[config.mk]
export PLATFORM = sky130hd
export DESIGN_NAME = if_id_skid_stage
export DESIGN_NICKNAME = d
export VERILOG_FILES = /design/src/rtl/if_id_skid_stage.sv
export SDC_FILE = /design/constraint.sdc
export NUM_CORES = 1
export LEC_CHECK = 0
export CAP_MARGIN = 20
export CORE_MARGIN = 1.5
export CORE_UTILIZATION = 40
export DETAILED_ROUTE_END_ITERATION = 8
export PLACE_DENSITY = 0.66
export SYNTH_ARGS = -nofsm -noshare
export SYNTH_HDL_FRONTEND = slang
export SYNTH_SLANG_ARGS = --single-unit
[constraint.sdc]
create_clock -name clk -period 1.95 [get_ports clk]
set_input_delay 0.195 -clock clk [delete_from_list [all_inputs] [get_ports clk]]
set_output_delay 0.195 -clock clk [all_outputs]
set_load 0.01 [all_outputs]
[src/rtl/if_id_skid_stage.sv]
// IF/ID pipeline register with a two-entry skid buffer: valid/ready on both sides,
// in_ready depends only on registered state, plus a single-cycle flush for redirects.
module if_id_skid_stage #(
    parameter int unsigned        INST_W   = 32,
    parameter int unsigned        PC_W     = 64,
    parameter logic [INST_W-1:0]  NOP_INST = INST_W'(32'h0000_0013)
) (
    input  logic              clk,
    input  logic              reset,
    input  logic              in_valid,
    output logic              in_ready,
    input  logic [INST_W-1:0] in_inst,
    input  logic [PC_W-1:0]   in_pc,
    input  logic              flush,
    output logic              out_valid,
    input  logic              out_ready,
    output logic [INST_W-1:0] out_inst,
    output logic [PC_W-1:0]   out_pc,
    output logic [1:0]        occupancy
);

    logic              m_v_q, m_v_d;
    logic              s_v_q, s_v_d;
    logic [INST_W-1:0] m_inst_q, m_inst_d;
    logic [INST_W-1:0] s_inst_q, s_inst_d;
    logic [PC_W-1:0]   m_pc_q, m_pc_d;
    logic [PC_W-1:0]   s_pc_q, s_pc_d;

    logic accept;
    logic m_free;

    // Ready is taken from the skid flag only, so out_ready never reaches fetch combinationally.
    assign in_ready  = reset & ~s_v_q;
    assign accept    = in_valid & in_ready;
    assign m_free    = ~m_v_q | out_ready;

    assign out_valid = m_v_q;
    assign out_inst  = m_v_q ? m_inst_q : NOP_INST;
    assign out_pc    = m_v_q ? m_pc_q : '0;
    assign occupancy = 2'(m_v_q) + 2'(s_v_q);

    // Next-state: main register refills from skid first, then from fetch; skid absorbs one stall.
    always_comb begin
        m_v_d    = m_v_q;
        s_v_d    = s_v_q;
        m_inst_d = m_inst_q;
        m_pc_d   = m_pc_q;
        s_inst_d = s_inst_q;
        s_pc_d   = s_pc_q;
        if (flush) begin
            m_v_d = 1'b0;
            s_v_d = 1'b0;
        end else if (m_free) begin
            if (s_v_q) begin
                m_v_d    = 1'b1;
                m_inst_d = s_inst_q;
                m_pc_d   = s_pc_q;
                s_v_d    = 1'b0;
            end else if (accept) begin
                m_v_d    = 1'b1;
                m_inst_d = in_inst;
                m_pc_d   = in_pc;
            end else begin
                m_v_d = 1'b0;
            end
        end else if (accept) begin
            s_v_d    = 1'b1;
            s_inst_d = in_inst;
            s_pc_d   = in_pc;
        end
    end

    always_ff @(posedge clk) begin
        if (!reset) begin
            m_v_q    <= 1'b0;
            s_v_q    <= 1'b0;
            m_inst_q <= '0;
            m_pc_q   <= '0;
            s_inst_q <= '0;
            s_pc_q   <= '0;
        end else begin
            m_v_q    <= m_v_d;
            s_v_q    <= s_v_d;
            m_inst_q <= m_inst_d;
            m_pc_q   <= m_pc_d;
            s_inst_q <= s_inst_d;
            s_pc_q   <= s_pc_d;
        end
    end

endmodule

== Word level (Yosys, flattened, before mapping) ==
Index checks and enable logic that the tools add are counted.

* RAM bits: 0
* Input bits: 101
* Flip-flop bits (word level): 194
* Latch bits: 0
* Logic and storage cells: 28
* Memories kept: 0
* ROM bits: 0

* Equal/unequal tests: 0
* Divide/modulo/power cells: 0
* Multiplexer cells: 8
* Reductions and logical operators: 5
* Order comparisons: 0
* Bitwise logic cells: 8
* Shifts and indexed selects: 0
* Add/sub/neg operators: 1
* $mul: 0

{| class="wikitable"
|+ Operator list
! cell !! number
|-
| 2-to-1 mux 64 bit || 3
|-
| 2-to-1 mux 32 bit || 3
|-
| AND reduction 3 bit || 2
|-
| inverter 1 bit || 5
|-
| OR reduction 3 bit || 1
|-
| adder 1 x 1 -> 2 bit || 1
|-
| bitwise AND 1 bit || 2
|-
| 2-to-1 mux 1 bit || 2
|-
| nonzero test 2 bit || 1
|-
| OR reduction 2 bit || 1
|-
| OR 1 bit || 1
|}

== Depth between registers and ports, before layout ==
Gate-level depths: netlist of run 1.

* Depth after elaboration: 5
* Depth in mapped cells: 7
* Depth with buffers taken out: 3

== Worst setup path before layout of run 1 ==
No wires, ideal clock.

* Path kind: register to register
* From: register m_v_q, in the netlist out_valid
* To: register s_inst_q[0]
* Arrival time: 1.483 ns
* Slack: 0.344 ns
* Period minus slack after synthesis: 1.606 ns
* Stages on the path, launching flop included: 7
* Library setup time: 0.123 ns
* Path buffers: 3
* Cells stage by stage: dfxtp_1 -> and4bb_1 -> buf_4 -> and2_0 -> buf_2 -> clkbuf_2 -> o21ai_0

* Longest elaborated chain between the ends: 4

{| class="wikitable"
|+ Ends and longest elaborated chain
! element !! RTL line !! text
|-
| start, declared || 22 || <nowiki>logic m_v_q, m_v_d;</nowiki>
|-
| start signal, assigned || 82 || <nowiki>m_v_q <= m_v_d;</nowiki>
|-
| inverter 1 bit || 35 || <nowiki>assign m_free = ~m_v_q | out_ready;</nowiki>
|-
| OR 1 bit || 35 ||
|-
| inverter 1 bit (no source line) || -- ||
|-
| AND reduction 3 bit (no source line) || -- ||
|-
| end signal, assigned || 86 || <nowiki>s_inst_q <= s_inst_d;</nowiki>
|-
| end, declared || 25 || <nowiki>logic [INST_W-1:0] s_inst_q, s_inst_d;</nowiki>
|}

No other way between the ends.
A chain may end at the register's enable or synchronous reset.

== Worst setup path after layout of run 1 ==
* From: register m_v_q, in the netlist out_valid
* To: output out_inst[16]

* Longest elaborated chain between the ends: 1

{| class="wikitable"
|+ Ends and longest elaborated chain
! element !! RTL line !! text
|-
| 2-to-1 mux 32 bit || 38 || <nowiki>assign out_inst = m_v_q ? m_inst_q : NOP_INST;</nowiki>
|-
| end, declared || 17 || <nowiki>output logic [INST_W-1:0] out_inst,</nowiki>
|}

No other way between the ends.

==> results of run 1 <==
==> power by group <==
group	internal (W)	switching [W]
combinational	0.000429	0.000385
clock	0.00233	0.00162
sequential	0.00404	0.0000408
==> sequential cells by signal (all words and copies together) (netlist names) <==
name / cells
out_valid: 1
s_v_q: 1
m_pc_q: 64
m_inst_q: 32
s_inst_q: 32
s_pc_q: 64
==> layer usage <==
metal / up-vias / wire length, um / GRT usage (%)
met1: 3563 / 11200 / 26.3
met2: 180 / 10600 / 32.0
li1: 3853 / - / -
met3: 15 / 1320 / 5.05
met5: - / 0 / 0
met4: 0 / 178 / 5.09
==> critical path: stages, from the launching register on <==
cell and delay (ns):
dfxtp_4 0.40, buf_12 0.19, and2_1 0.14, clkdlybuf4s50_1 0.53
==> metrics by stage <==
step	setup WS [ns]	cell area (um2)	hold WS, ns	std cells	utilization (%)
2_1_floorplan	0.344	9100	0.271	1071	-
3_3_place_gp	0.144	11400	0.433	1479	50.5
3_5_place_dp	0.105	11400	0.444	1479	50.5
4_1_cts	0.0000379	12000	0.171	1511	53.4
5_1_grt	0.000513	12100	0.189	1512	53.9
6_report	0.0626	12100	0.195	1512	53.9
==> synthesized netlist by cell type <==
cell type    n
nor3_1       1
or3_1        1
nand2b_1     3
buf_4        1
ha_1         1
buf_2       14
clkbuf_1    66
o21a_1       1
nand2_1    288
nor3b_1      1
and2_0       1
and4bb_1     1
a21oi_1      1
clkbuf_2     4
and2_1      93
nor2b_1      3
mux2i_1     96
mux2_2      96
dfxtp_1    194
buf_6        5
nand3_1     82
o21ai_0     94
o21ai_1      2
nand4_1     14
buf_1        8
==> cell families (layout without fill, tap and decap cells) <==
| group | Yosys count | after routing | share of synthesized area (%) |
|---|---|---|---|
| fa+ha+maj | 1 | 1 | 0.137 |
| buf+inv | 98 | 253 | 4.74 |
| compound gates | 98 | 98 | 5.42 |
| mux | 192 | 192 | 22.4 |
| other cells | 0 | 1 | 0 |
| simple gates | 488 | 488 | 24.6 |
| flops | 194 | 194 | 42.7 |
==> final cells by class <==
type / instances / area (um2)
clock buffers: 20 / 478
fillers: 2091 / 10400
diodes: 1 / 2.50
flip-flops and latches: 194 / 3890
clock inverters: 12 / 190
repair buffers: 221 / 2400
well taps: 285 / 357
multi-input cells: 779 / 4800
==> path summary, 6_finish.rpt <==
path / to / startpoint / slack (ns) / cells past startpoint
worst max-delay path: out_inst[16] / out_valid / 0.06 / 3
worst min-delay path: m_pc_q[63] / reset / 0.20 / 3
worst max register to register: m_pc_q[36] / s_v_q / 0.26 / 4
worst min register to register: s_pc_q[47] / s_pc_q[47] / 0.45 / 2
==> reports/qor.yml, run 1 <==
placement:
  place.port_buffers: 200
  routabilityCongestion: 0.710
  dp_hpwl_um: 14300
clock_tree:
  cts_root_buf: "clkbuf_16"
  htreeDepth: 4
  clockBufferDepth: 2
  cts_setup_buffers: 0
  numCtsBuffers: 17
  cts_resized: 31
  cts_tree: "done"
  cts_sinks: 194
  clk_pin_slew_worst_paths_ns: 0.08
  cts_hold_buf: 0
  insertion_delay_ns: 0.43
setup_path:
  end_kind: "output pin"
  path_max_fanout: 34
  path_class: "flip-flop to output pin"
  crit_required_ns: 1.75
  cp-start-kind: "flip-flop"
  worstPathArrival_ns: 1.69
flow_run:
  cap_violations: 0
timing:
  setup-violations-final: 0
  worstMarginPinSlew_ns: 0.908
  period_minus_slack_ns: 1.89
  period_share_pct: 96.8
  rsz0062_at_grt: "no"
  max_freq_mhz: 530
  max_slew_margin_pct: 39.5
  setup-tns-final_ns: 0
  slew_violations: 0
  final_hold_viol_count: 0
  skew_ns: 0.0124
synth:
  syn_avg_cell_area_um2: 8.50
  yosysSeqAreaShare_pct: 42.7
  synth_area_um2: 9100
  yosys.area.top_type: "dfxtp_1"
  synth_area_leaders: "dfxtp_1 43%, nand2_1 12%, mux2_2 12%"
  synth_seq_cells: 194
  synth_top_area_share_pct: 42.7
  ys_warn_count: 0
  syn-num-nets: 1173
  synthDistinctLibCells: 25
  syn_inst: 1071
route:
  ant_nets: 0
  vias_per_cell: 5.03
  post_drt_wl_per_cell_um: 15.4
  vias: 7611
  routed_wl_um: 23300
  drt-initial-drc-count: 399
  drc: 0
  firstDrtPassIters: 4
global_routing:
  overflow: 0
  grt_first_pass_wirelength_um: 37900
  antenna_found_initial: 1
  grt_max_degree: 176
  grt_pass1_vias: 7342
  grt_use_total_pct: 19.8
layout:
  mostFrequentLayoutCell: "nand2_1"
  layout_common_cells: "288 x nand2_1, 192 x dfxtp_1, 131 x clkdlybuf4s50_1"
  drive_gt1_share_pct: 12.8
  syn_to_final_growth_pct: 33.2
  nets: 1315
die:
  die_area_um2: 23700
  core_um2: 22500
  die_width_um: 154
  fp.dieH_um: 154
  initial_core_util_pct: 40.4
  fp-row-count: 55
  io-pin-count: 201
power_and_ir_drop:
  p_total_w: 0.00884
  powerDensity_nw_per_um2: 730
  ir_drop_v: 0.000455
  leakagePower_nw: 5.75
worst_hold_path:
  hold_path.class: "input pin to flip-flop"
status:
  status: "finished clean"
No activity file was read; power rests on OpenSTA's default activity.
==> inputs of run 2 (changes only) <==
--- a/config.mk
+++ b/config.mk
@@ -10,6 +10,7 @@
 export CORE_UTILIZATION = 40
 export DETAILED_ROUTE_END_ITERATION = 8
 export PLACE_DENSITY = 0.66
+export SLEW_MARGIN = 20
 export SYNTH_ARGS = -nofsm -noshare
 export SYNTH_HDL_FRONTEND = slang
 export SYNTH_SLANG_ARGS = --single-unit
==> constraint.sdc (replaced) <==
create_clock -name clk -period 1.95 [get_ports clk]
set_input_delay 0.195 -clock clk [delete_from_list [all_inputs] [get_ports clk]]
set_output_delay 0.195 -clock clk [all_outputs]
set_load 0.05 [all_outputs]
==> reports/qor.yml, run 2 (synthesized netlist as in run 1, its figures left out) <==
power_and_ir_drop:
  powerDensity_nw_per_um2: 657
  ir_drop_v: 0.000575
  leakagePower_nw: 5.25
clock_tree:
  numCtsBuffers: 17
  htreeDepth: 4
  clk_pin_slew_worst_paths_ns: 0.07
  clockBufferDepth: 2
  cts_setup_buffers: 0
  insertion_delay_ns: 0.44
  cts_sinks: 194
  cts_root_buf: "clkbuf_16"
  cts_tree: "done"
timing:
  final_hold_viol_count: 0
  max_slew_margin_pct: 43.1
  setup-violations-final: 0
  period_share_pct: 92.7
  setup-tns-final_ns: 0
  max_freq_mhz: 553
  rsz0062_at_grt: "no"
  slew_violations: 0
  period_minus_slack_ns: 1.81
  worstMarginPinSlew_ns: 0.853
  skew_ns: 0.0146
die:
  core_um2: 22500
  fp.dieH_um: 154
  die_width_um: 154
  initial_core_util_pct: 40.4
  die_area_um2: 23700
  io-pin-count: 201
  fp-row-count: 55
global_routing:
  grt_first_pass_wirelength_um: 38100
  top_usage_layer: "met2"
  use_met2_pct: 32.5
  use_met1_pct: 26.0
  grt_use_total_pct: 20.0
  grt_pass1_vias: 7407
  overflow: 0
  grt_max_degree: 196
  use_met3_pct: 5.36
  antenna_found_initial: 1
route:
  vias: 7625
  ant_nets: 0
  firstDrtPassIters: 4
  drt-initial-drc-count: 366
  routed_wl_um: 23400
  drc: 0
  vias_per_cell: 5.05
  post_drt_wl_per_cell_um: 15.5
layout:
  top_regs: "m_pc_q (64), s_pc_q (64)"
  antenna_cells: 0
  mostFrequentLayoutCell: "nand2_1"
  layout_common_cells: "288 x nand2_1, 192 x dfxtp_1, 107 x buf_12"
  n_fill_cell: 1952
  multi_input_area_um2: 4800
  syn_to_final_growth_pct: 41.6
  drive_gt1_share_pct: 20.8
  nets: 1315
  post-route-util_pct: 57.2
  regArea_um2: 3890
status:
  status: "finished clean"
setup_path:
  crit_required_ns: 1.75
  end_kind: "output pin"
  cp-start-kind: "flip-flop"
  worstPathArrival_ns: 1.61
  path_class: "flip-flop to output pin"
  path_max_fanout: 52
placement:
  dp_hpwl_um: 14700
  routabilityCongestion: 0.754
  place.port_buffers: 200
flow_run:
  cap_violations: 0
worst_hold_path:
  hold_path.class: "input pin to flip-flop"
-- run 2: final timing paths --
path	start	endpoint	slack [ns]	cells after the start
max	out_valid	out_pc[60]	0.14	3
min	reset	out_valid	0.08	2
max reg2reg	out_valid	m_pc_q[55]	0.45	4
min reg2reg	s_pc_q[59]	s_pc_q[59]	0.45	2
-- run 2: worst max-delay path: stages (launching register included) --
cell and delay [ns]:
dfxtp_2 0.39, buf_6 0.34, and2_1 0.29, buf_12 0.16
-- run 2: routing by layer --
metal	routed length, um	vias to the layer above	share of wire, %
met5	0	-	0
met4	370	0	1.6
met3	1270	24	5.4
met2	10800	163	46
met1	11000	3583	47
li1	-	3855	-
-- run 2: final cells by class --
class | instances | share of cell area [%]
multi-input combinational | 779 | 37.3
timing repair buffer | 221 | 25.3
tap | 285 | 2.77
clock inverter | 14 | 1.15
sequential | 194 | 30.2
clock buffer | 17 | 3.30
-- run 2: where the power goes --
group	total [W]	internal, W	leakage, nW	switching (W)
clock	0.00346	0.00180	0.278	0.00166
sequential	0.00409	0.00404	1.57	0.0000406
combinational	0.000919	0.000464	3.40	0.000455
total	0.00847	0.00631	5.25	0.00216
-- run 2: per-stage QoR --
step | instances | worst slack, ns | hold slack, ns | total power (W) | instance area (um2)
after floorplan | 1071 | 0.0441 | 0.271 | 0.00467 | 9100
after global placement | 1479 | 0.202 | 0.432 | 0.00508 | 12300
after detailed placement | 1479 | 0.186 | 0.442 | 0.00510 | 12300
after CTS | 1510 | 0.0174 | 0.0523 | 0.00856 | 12900
after global routing | 1510 | 0.0718 | 0.0678 | 0.00879 | 12900
final | 1510 | 0.143 | 0.0757 | 0.00847 | 12900
-- run 2: repair_timing --
action	in CTS	in global routing
resized for setup	1	1
hold buffers	0	0
endpoints found under the setup margin	1	1
endpoints found under the hold margin	0	0
pin swaps	0	0
==> inputs of run 3 (changes only) <==
--- a/config.mk
+++ b/config.mk
@@ -7,9 +7,9 @@
 export LEC_CHECK = 0
 export CAP_MARGIN = 20
 export CORE_MARGIN = 1.5
-export CORE_UTILIZATION = 40
+export CORE_UTILIZATION = 45
 export DETAILED_ROUTE_END_ITERATION = 8
-export PLACE_DENSITY = 0.66
+export PLACE_DENSITY = 0.72
 export SLEW_MARGIN = 20
 export SYNTH_ARGS = -nofsm -noshare
 export SYNTH_HDL_FRONTEND = slang
==> reports/qor.yml, run 3 (synthesized netlist as in run 1, its figures left out) <==
clock_tree:
  clockBufferDepth: 2
  htreeDepth: 4
  cts_sinks: 194
  numCtsBuffers: 17
  insertion_delay_ns: 0.43
  clk_pin_slew_worst_paths_ns: 0.06
  cts_setup_buffers: 0
  cts_resized: 0
  cts_root_buf: "clkbuf_16"
  cts_tree: "done"
  cts_hold_buf: 0
global_routing:
  overflow: 0
  grt_max_degree: 169
  grt_pass1_vias: 7514
  antenna_found_initial: 1
  grt_use_total_pct: 21.6
  grt_first_pass_wirelength_um: 37700
worst_hold_path:
  hold_path.class: "input pin to flip-flop"
  holdPathStages: 2
  hold_end: "out_valid"
  holdCritStartpoint: "reset"
power_and_ir_drop:
  powerDensity_nw_per_um2: 642
  leakagePower_nw: 5.19
  ir_drop_v: 0.000588
timing:
  rsz0062_at_grt: "no"
  final_hold_viol_count: 0
  worstMarginPinSlew_ns: 0.683
  period_minus_slack_ns: 1.83
  period_share_pct: 94.1
  hold-worst-slack_ns: 0.0863
  setup_ws_ns: 0.115
  setup-tns-final_ns: 0
  max_freq_mhz: 545
  slew_violations: 0
  skew_ns: 0.00923
  setup-violations-final: 0
  max_slew_margin_pct: 54.5
placement:
  pre_cts_slack_ns: 0.124
  dp_hpwl_um: 14400
  place.port_buffers: 200
  routabilityCongestion: 0.766
route:
  vias_per_cell: 5.19
  drc: 0
  post_drt_wl_per_cell_um: 15.4
  drt-initial-drc-count: 482
  ant_nets: 0
  routed_wl_um: 22800
  vias: 7717
  firstDrtPassIters: 5
setup_path:
  crit_path_start: "out_valid"
  end_kind: "output pin"
  critPathTopFamily: "buffers and inverters"
  cp-start-kind: "flip-flop"
  reg2reg_from: "s_v_q"
  path_class: "flip-flop to output pin"
  path_buf_inv: 2
  cp_slowest_cell: "buf_4"
  cp_cell_sequence: "buf_4 -> and2_1 -> buf_12"
  worst_path_largest_cell_delay_ns: 0.40
  path_max_fanout: 58
  crit_required_ns: 1.75
  worstPathArrival_ns: 1.64
  ff2ff_path_depth: 4
  r2r_end: "m_inst_q[7]"
  reg2reg_slack_ns: 0.32
status:
  status: "finished clean"
layout:
  drive_gt1_share_pct: 20.2
  mostFrequentLayoutCell: "nand2_1"
  syn_to_final_growth_pct: 40.3
  layout_common_cells: "288 x nand2_1, 192 x dfxtp_1, 106 x buf_12"
  nets: 1310
  n_fill_cell: 1635
  top_regs: "m_pc_q (64), s_pc_q (64)"
die:
  io-pin-count: 201
  die_area_um2: 21100
  fp.dieH_um: 145
  fp-row-count: 51
  core_um2: 19700
  die_width_um: 145
  initial_core_util_pct: 46.3
flow_run:
  cap_violations: 0
## run 3: changes by cell type in the layout (fill, tap and decap cells not counted), moves of 2 or more
cell and delta:
inv_6 -2, buf_6 -2, clkbuf_1 +4, inv_8 -4, clkbuf_8 +3, buf_4 -2
## run 3: per-stage QoR
| stage | cell area (um2) | power (W) | std cells | utilization (%) |
|---|---|---|---|---|
| 6_report | 12800 | 0.00819 | 1486 | 64.9 |
| 5_1_grt | 12800 | 0.00850 | 1486 | 64.9 |
| 4_1_cts | 12800 | 0.00826 | 1485 | 64.9 |
| 3_5_place_dp | 12200 | 0.00508 | 1454 | 62.2 |
| 3_3_place_gp | 12200 | 0.00507 | 1454 | 62.2 |
| 2_1_floorplan | 9100 | 0.00467 | 1071 | - |
## run 3: worst max path at each step
stage                        to  slack (ns)  cells past startpoint
global placement    m_inst_q[9]        0.16                      5
finish               out_pc[33]        0.12                      3
detailed placement   m_pc_q[52]        0.12                      5
CTS                  out_pc[17]        0.07                      3
global route         out_pc[33]        0.02                      3
floorplan           s_inst_q[0]        0.04                      6
## run 3: area by class of cell
type | instances | area, um2 | area share [%]
Clock inverter | 7 | 53.8 | 0.422
Tap cell | 265 | 332 | 2.60
Antenna cell | 1 | 2.50 | 0.0196
Timing Repair Buffer | 216 | 3200 | 25.1
Multi-Input combinational cell | 779 | 4800 | 37.6
Clock buffer | 24 | 482 | 3.77
Sequential cell | 194 | 3890 | 30.5
## run 3: routing by layer
layer	up-vias	global-route usage, %	part of all wire, %
met5	-	0	0
met4	0	5.87	1.6
met3	25	5.13	5.7
met2	197	36.7	48
met1	3655	27.5	45
li1	3840	-	-
## run 3: report_power, final
| group | switching (W) | internal, W |
|---|---|---|
| logic | 0.000449 | 0.000456 |
| registers | 0.0000416 | 0.00405 |
| clock network | 0.00146 | 0.00173 |
| total | 0.00195 | 0.00624 |
## run 3: worst reg2reg max path, cell delays in order, from the launching register on
cell	delay [ns]
dfxtp_4	0.55
a21oi_1	0.08
or3_4	0.41
buf_12	0.24
mux2i_1	0.23
